File: src/rtl/lr35902_pkg.sv
// Shared definitions for the LR35902 interrupt controller: source indices,
// source count, vector base and dispatch FSM encoding.
package lr35902_pkg;

  localparam int NUM_IRQ = 5;
  localparam int IDX_W   = $clog2(NUM_IRQ);
  localparam logic [7:0] VEC_BASE = 8'h40;

  localparam int IRQ_VBLANK = 0;
  localparam int IRQ_STAT   = 1;
  localparam int IRQ_TIMER  = 2;
  localparam int IRQ_SERIAL = 3;
  localparam int IRQ_JOYPAD = 4;

  typedef enum logic {
    ST_IDLE     = 1'b0,
    ST_DISPATCH = 1'b1
  } irq_state_t;

  // Source n lives 8 bytes above source n-1.
  function automatic logic [7:0] irq_vector(input logic [IDX_W-1:0] idx);
    return VEC_BASE + 8'({idx, 3'b000});
  endfunction

endpackage

File: src/rtl/lr35902_irqctl_if.sv
// CPU-side register bus and dispatch handshake of the interrupt controller.
interface lr35902_irqctl_if;

  logic       cs_if;
  logic       cs_ie;
  logic       write;
  logic [7:0] din;
  logic [7:0] dout;
  logic       int_pending;
  logic       int_start;
  logic       int_ack;
  logic [7:0] int_vec;
  logic       int_busy;

  modport master (
    output cs_if, cs_ie, write, din, int_start, int_ack,
    input  dout, int_pending, int_vec, int_busy
  );

  modport slave (
    input  cs_if, cs_ie, write, din, int_start, int_ack,
    output dout, int_pending, int_vec, int_busy
  );

endinterface

File: src/rtl/lr35902_irq_prio.sv
// Fixed-priority encoder: lowest set request bit wins.
module lr35902_irq_prio
  import lr35902_pkg::*;
(
  input  logic [NUM_IRQ-1:0] req,
  output logic               valid,
  output logic [IDX_W-1:0]   idx
);

  // Scan downward so the lowest active index is the last one written.
  always_comb begin
    valid = 1'b0;
    idx   = '0;
    for (int i = NUM_IRQ - 1; i >= 0; i--) begin
      if (req[i]) begin
        valid = 1'b1;
        idx   = IDX_W'(i);
      end
    end
  end

endmodule

File: src/rtl/lr35902_irqctl.sv
// LR35902 interrupt controller: IF/IE registers, fixed-priority arbitration
// and the dispatch handshake with the CPU core.
module lr35902_irqctl
  import lr35902_pkg::*;
(
  input  logic               clk,
  input  logic               reset,
  input  logic [NUM_IRQ-1:0] irq_in,
  lr35902_irqctl_if.slave    bus
);

  logic [NUM_IRQ-1:0] if_q;
  logic [NUM_IRQ-1:0] if_base;
  logic [NUM_IRQ-1:0] if_d;
  logic [NUM_IRQ-1:0] ack_clear;
  logic [7:0]         ie_q;
  irq_state_t         state_q;
  logic               busy_q;
  logic               sel_valid;
  logic [IDX_W-1:0]   sel_idx;

  lr35902_irq_prio u_prio (
    .req   (if_q & ie_q[NUM_IRQ-1:0]),
    .valid (sel_valid),
    .idx   (sel_idx)
  );

  always_comb begin
    if (bus.cs_if)      bus.dout = {{(8 - NUM_IRQ){1'b1}}, if_q};
    else if (bus.cs_ie) bus.dout = ie_q;
    else                bus.dout = 8'hFF;
  end

  assign bus.int_pending = sel_valid;
  assign bus.int_busy    = busy_q;
  // Re-evaluated every cycle so an IE/IF write mid-dispatch collapses the vector to 0.
  assign bus.int_vec     = (busy_q && sel_valid) ? irq_vector(sel_idx) : 8'h00;

  always_comb begin
    ack_clear = '0;
    for (int i = 0; i < NUM_IRQ; i++) begin
      ack_clear[i] = (state_q == ST_DISPATCH) && bus.int_ack && sel_valid &&
                     (sel_idx == IDX_W'(i));
    end
  end

  // A peripheral pulse overrides both the CPU write and the ack clear.
  assign if_base = (bus.write && bus.cs_if) ? bus.din[NUM_IRQ-1:0] : if_q;
  assign if_d    = (if_base & ~ack_clear) | irq_in;

  always_ff @(posedge clk) begin
    if (reset) begin
      if_q    <= '0;
      ie_q    <= 8'h00;
      state_q <= ST_IDLE;
      busy_q  <= 1'b0;
    end else begin
      if_q <= if_d;
      if (bus.write && bus.cs_ie) ie_q <= bus.din;
      case (state_q)
        ST_IDLE: begin
          if (bus.int_start) begin
            state_q <= ST_DISPATCH;
            busy_q  <= 1'b1;
          end
        end
        ST_DISPATCH: begin
          if (bus.int_ack) begin
            state_q <= ST_IDLE;
            busy_q  <= 1'b0;
          end
        end
        default: begin
          state_q <= ST_IDLE;
          busy_q  <= 1'b0;
        end
      endcase
    end
  end

endmodule

File: src/flat_wrapper.sv
// flat-port wrapper written by rule: the top's interface ports become plain ports
module lr35902_irqctl_flat import lr35902_pkg::*;
  (clk, reset, irq_in, bus_cs_if, bus_cs_ie, bus_write, bus_din, bus_int_start, bus_int_ack, bus_dout, bus_int_pending, bus_int_vec, bus_int_busy);
  lr35902_irqctl_if bus_i ();
  input  logic clk;
  input  logic reset;
  input  logic [NUM_IRQ-1:0] irq_in;
  input wire logic [$bits(bus_i.cs_if)-1:0] bus_cs_if;
  input wire logic [$bits(bus_i.cs_ie)-1:0] bus_cs_ie;
  input wire logic [$bits(bus_i.write)-1:0] bus_write;
  input wire logic [$bits(bus_i.din)-1:0] bus_din;
  input wire logic [$bits(bus_i.int_start)-1:0] bus_int_start;
  input wire logic [$bits(bus_i.int_ack)-1:0] bus_int_ack;
  output wire logic [$bits(bus_i.dout)-1:0] bus_dout;
  output wire logic [$bits(bus_i.int_pending)-1:0] bus_int_pending;
  output wire logic [$bits(bus_i.int_vec)-1:0] bus_int_vec;
  output wire logic [$bits(bus_i.int_busy)-1:0] bus_int_busy;
  assign bus_i.cs_if = bus_cs_if;
  assign bus_i.cs_ie = bus_cs_ie;
  assign bus_i.write = bus_write;
  assign bus_i.din = bus_din;
  assign bus_i.int_start = bus_int_start;
  assign bus_i.int_ack = bus_int_ack;
  assign bus_dout = bus_i.dout;
  assign bus_int_pending = bus_i.int_pending;
  assign bus_int_vec = bus_i.int_vec;
  assign bus_int_busy = bus_i.int_busy;
  lr35902_irqctl u_core (.clk(clk), .reset(reset), .irq_in(irq_in), .bus(bus_i));
endmodule
File: config.mk
export PLATFORM = sky130hd
export DESIGN_NAME = lr35902_irqctl_flat
export DESIGN_NICKNAME = d
export VERILOG_FILES = /design/src/rtl/lr35902_pkg.sv /design/src/rtl/lr35902_irqctl_if.sv /design/src/rtl/lr35902_irq_prio.sv /design/src/rtl/lr35902_irqctl.sv /design/src/flat_wrapper.sv
export SDC_FILE = /design/constraint.sdc
export NUM_CORES = 1
export LEC_CHECK = 0
export CAP_MARGIN = 15
export CORE_MARGIN = 2
export CORE_UTILIZATION = 40
export CTS_CLUSTER_SIZE = 30
export DETAILED_ROUTE_END_ITERATION = 10
export PLACE_DENSITY_LB_ADDON = 0.2
export SYNTH_ARGS = -nofsm -noshare
export SYNTH_HDL_FRONTEND = slang
export SYNTH_SLANG_ARGS = --single-unit
File: constraint.sdc
create_clock -name clk -period 1.3 [get_ports clk]
set_input_delay 0.26 -clock clk [delete_from_list [all_inputs] [get_ports clk]]
set_output_delay 0.26 -clock clk [all_outputs]
set_load 0.01 [all_outputs]
==> impl_metrics.csv <==
group,metric,value,unit
worst_setup_path,crit_chain,"a22oi_2, buf_4, nand3_2, and2_4, buf_6",
placement,gp_congestion,0.854,
worst_setup_path,cp.arrival,1.31,ns
cts,hold_buffers,0,
timing,whs,0.453,ns
worst_setup_path,reg2reg_depth,6,
detailed_routing,initialDrtViolationCount,14,
die,start_util,0.420,
placement,place_area,1330,sq um
synth,ys_ff_latch,15,
die,die_w,49.2,um
power,internal_power,831,uW
detailed_routing,vias,1033,
detailed_routing,detail-route-antenna-nets,0,
die,die-area,2420,sq um
power,seqPwrFrac,0.434,
final_layout,fillers,135,
final_layout,drive_gt1_frac,0.497,
global_routing,antenna_found_initial,0,
worst_setup_path,slowest_stage,"dfxtp_2",
final_layout,multiInputGateArea,597,sq um
power,switching_share,0.303,
detailed_routing,drt-vias-per-instance,5.06,
die,fp.dieH,49.2,um
die,io_pins,38,
synth,synth-async-reset-ratio,0,
synth,synth_warnings,0,
worst_setup_path,crit_fanout,2,
global_routing,globalRouteOverflowTotal,0,
placement,dpl.hpwl,1.91,mm
timing,min_period_over_period,1.21,
detailed_routing,drt-total-wl,2.87,mm
cts,tritoncts,"yes",
worst_setup_path,rrSetupSlack,0.03,ns
detailed_routing,drt-pass1-iter-count,4,
power,p_clk_frac,0.237,
final_layout,syn_to_final_growth,89.9,%
cts,cts_sinks,15,
synth,synth_edf_count,0,
synth,synth-seq-area-share,0.368,
global_routing,globalRouteTotalUtil,0.241,
worst_setup_path,cpLargestDelayFamily,"flip-flops",
hold_path,min_to,"u_core.ie_q[6]",
power,power,1190,uW
synth,synth_area,816,sq um
worst_setup_path,r2r-start,"u_core.if_q[2]",
global_routing,grt_start_max_net_pins,10,
worst_setup_path,endpoint_kind,"output port",
synth,ys.flop_type,"dfxtp_1",
cts,cts.htree.levels,1,
timing,setup_viol,6,
hold_path,min_path_type,"register to register",
final_layout,diodes,0,
power,pwr-share-comb,0.329,
timing,finalHoldViolations,0,
final_layout,final_nets,198,
synth,synth_top_cell_area_share,0.368,
worst_setup_path,required,1.04,ns
timing,fin_skew,0.00572,ns
worst_setup_path,rr_endpoint,"u_core.if_q[4]",
synth,synth_area_per_cell,7.35,sq um
detailed_routing,remaining_drc_errors,0,
synth,yosysTopAreaCell,"dfxtp_1",
global_routing,grt_pass1_wl,4.51,mm
cts,cts_buffers,3,
cts,clk_pin_slew,0.10,ns
final_layout,final_core_util,0.798,
timing,grt_setup_unrepaired,"true",
cts,cts-root-buf,"clkbuf_4",
global_routing,grt_pass1_vias,1037,
power,leakagePower,0.000670,uW
worst_setup_path,crit_buf_inv,2,
die,placeableCoreArea,1940,sq um
synth,ys_types,23,
synth,synthTopCellsByCount,"17 x a21oi_1, 17 x nand2_1, 15 x dfxtp_1",
worst_setup_path,cp-start-kind,"register",
hold_path,hold_depth,2,
run_status,violations,"setup timing",
worst_setup_path,cpPeakStageDelay,0.34,ns
timing,setup_slack,-0.274,ns
hold_path,hp-start,"u_core.ie_q[6]",
power,p_sw,360,uW
synth,synthCells,111,
final_layout,postLayoutCellArea,1550,sq um
run,maxCapViolCount,0,
final_layout,seqCellArea,317,sq um
die,row_count,16,
run_status,status,"finished, violations left",
power,ir_worst_vdd,0.718,mV
synth,synth_area_leaders,"dfxtp_1 37%, a21oi_1 10%, nand2_1 7.8%",
timing,drv_slew,0,
cts,clk_path_buf_depth,2,
cts,clkLatencyLatePin,0.29,ns
worst_setup_path,critPathKind,"register to output port",
timing,period_minus_slack,1.57,ns
final_layout,fin_cells,204,
detailed_routing,wl_per_cell,14.1,um
power,power.density,769,nW/um^2
timing,achievable-frequency,635,MHz
placement,place_inst,191,
placement,port_buffers,33,
-- routing by layer --
metal	part of all wire	vias up	wire length [um]	GRT usage
li1	-	512	-	-
met1	0.40	488	1160	0.267
met2	0.54	29	1560	0.462
met3	0.042	4	122	0.0276
met4	0.0084	0	24	0.0905
met5	0	-	0	0
-- cell families after synthesis --
| kind of cell | count (synthesis) | share of synthesized area |
|---|---|---|
| AO/OA/AOI/OAI | 25 | 0.181 |
| multiplexers | 2 | 0.0307 |
| flip-flops | 15 | 0.368 |
| AND/OR/NAND/NOR | 60 | 0.356 |
| other | 1 | 0.00460 |
| buffers and inverters | 8 | 0.0598 |
-- power groups by stage --
stage | Sequential (uW) | Clock, uW | Combinational (uW)
detailed placement | 517 | 0 | 336
global route | 520 | 305 | 420
finish | 517 | 283 | 392
CTS | 514 | 279 | 359
floorplan | 522 | 0 | 131
global placement | 516 | 0 | 328
-- placed cells by master (no fill, tap or decap), types with 3 or more instances in the layout --
cell	n
dfxtp_1	4
and3_1	3
nand2b_1	5
nor2_4	3
clkbuf_4	3
a211oi_1	3
dfxtp_2	10
nor2_1	4
buf_2	8
conb_1	4
clkdlybuf4s50_1	17
a21oi_1	12
nand2_2	3
nand3_1	10
buf_6	12
buf_4	24
a21oi_2	6
nor2b_4	3
nor3_1	5
nand2_1	14
-- cell type report --
cell class / instances / area share
timing repair buffer: 67 / 0.372
tap: 27 / 0.0218
sequential: 15 / 0.204
multi-input combinational: 91 / 0.385
clock buffer: 4 / 0.0170
-- worst reg2reg max path, stage by stage (launching register included) --
cell and delay (ns):
dfxtp_2 0.34, a22oi_2 0.27, nand3_1 0.13, buf_4 0.16
buf_6 0.10, nor3_2 0.09, nor3_1 0.07
-- sequential cells by signal, summed over array words and instances (netlist names) --
register,count
u_core.if_q,5
u_core.state_q,1
u_core.ie_q,8
u_core.bus.int_busy,1
-- stage by stage --
step                setup slack (ns)  TNS [ns]
global placement              -0.590     -9.53
global route                  -0.342     -1.65
detailed placement            -0.644    -10.08
CTS                           -0.271     -1.15
floorplan                     0.0795         0
finish                        -0.274     -1.11
-- timing repair --
| item | CTS | global route |
|---|---|---|
| cloned | 1 | 0 |
| setup buffers | 7 | 7 |
| resized for setup | 89 | 25 |
| endpoints found under the setup margin | 20 | 12 |
| pin swaps | 13 | 12 |
-- worst max path at each step --
stage                   startpoint              to  slack [ns]  cells past startpoint
floorplan           u_core.if_q[1]  bus_int_vec[6]        0.08                      3
global placement         bus_cs_if     bus_dout[1]       -0.59                      5
detailed placement       bus_cs_if     bus_dout[4]       -0.64                      5
CTS                 u_core.ie_q[1]  bus_int_vec[6]       -0.27                      5
global route        u_core.if_q[1]  bus_int_vec[6]       -0.34                      5
finish              u_core.if_q[1]  bus_int_vec[6]       -0.27                      5
(Power assumes the default switching activity.)
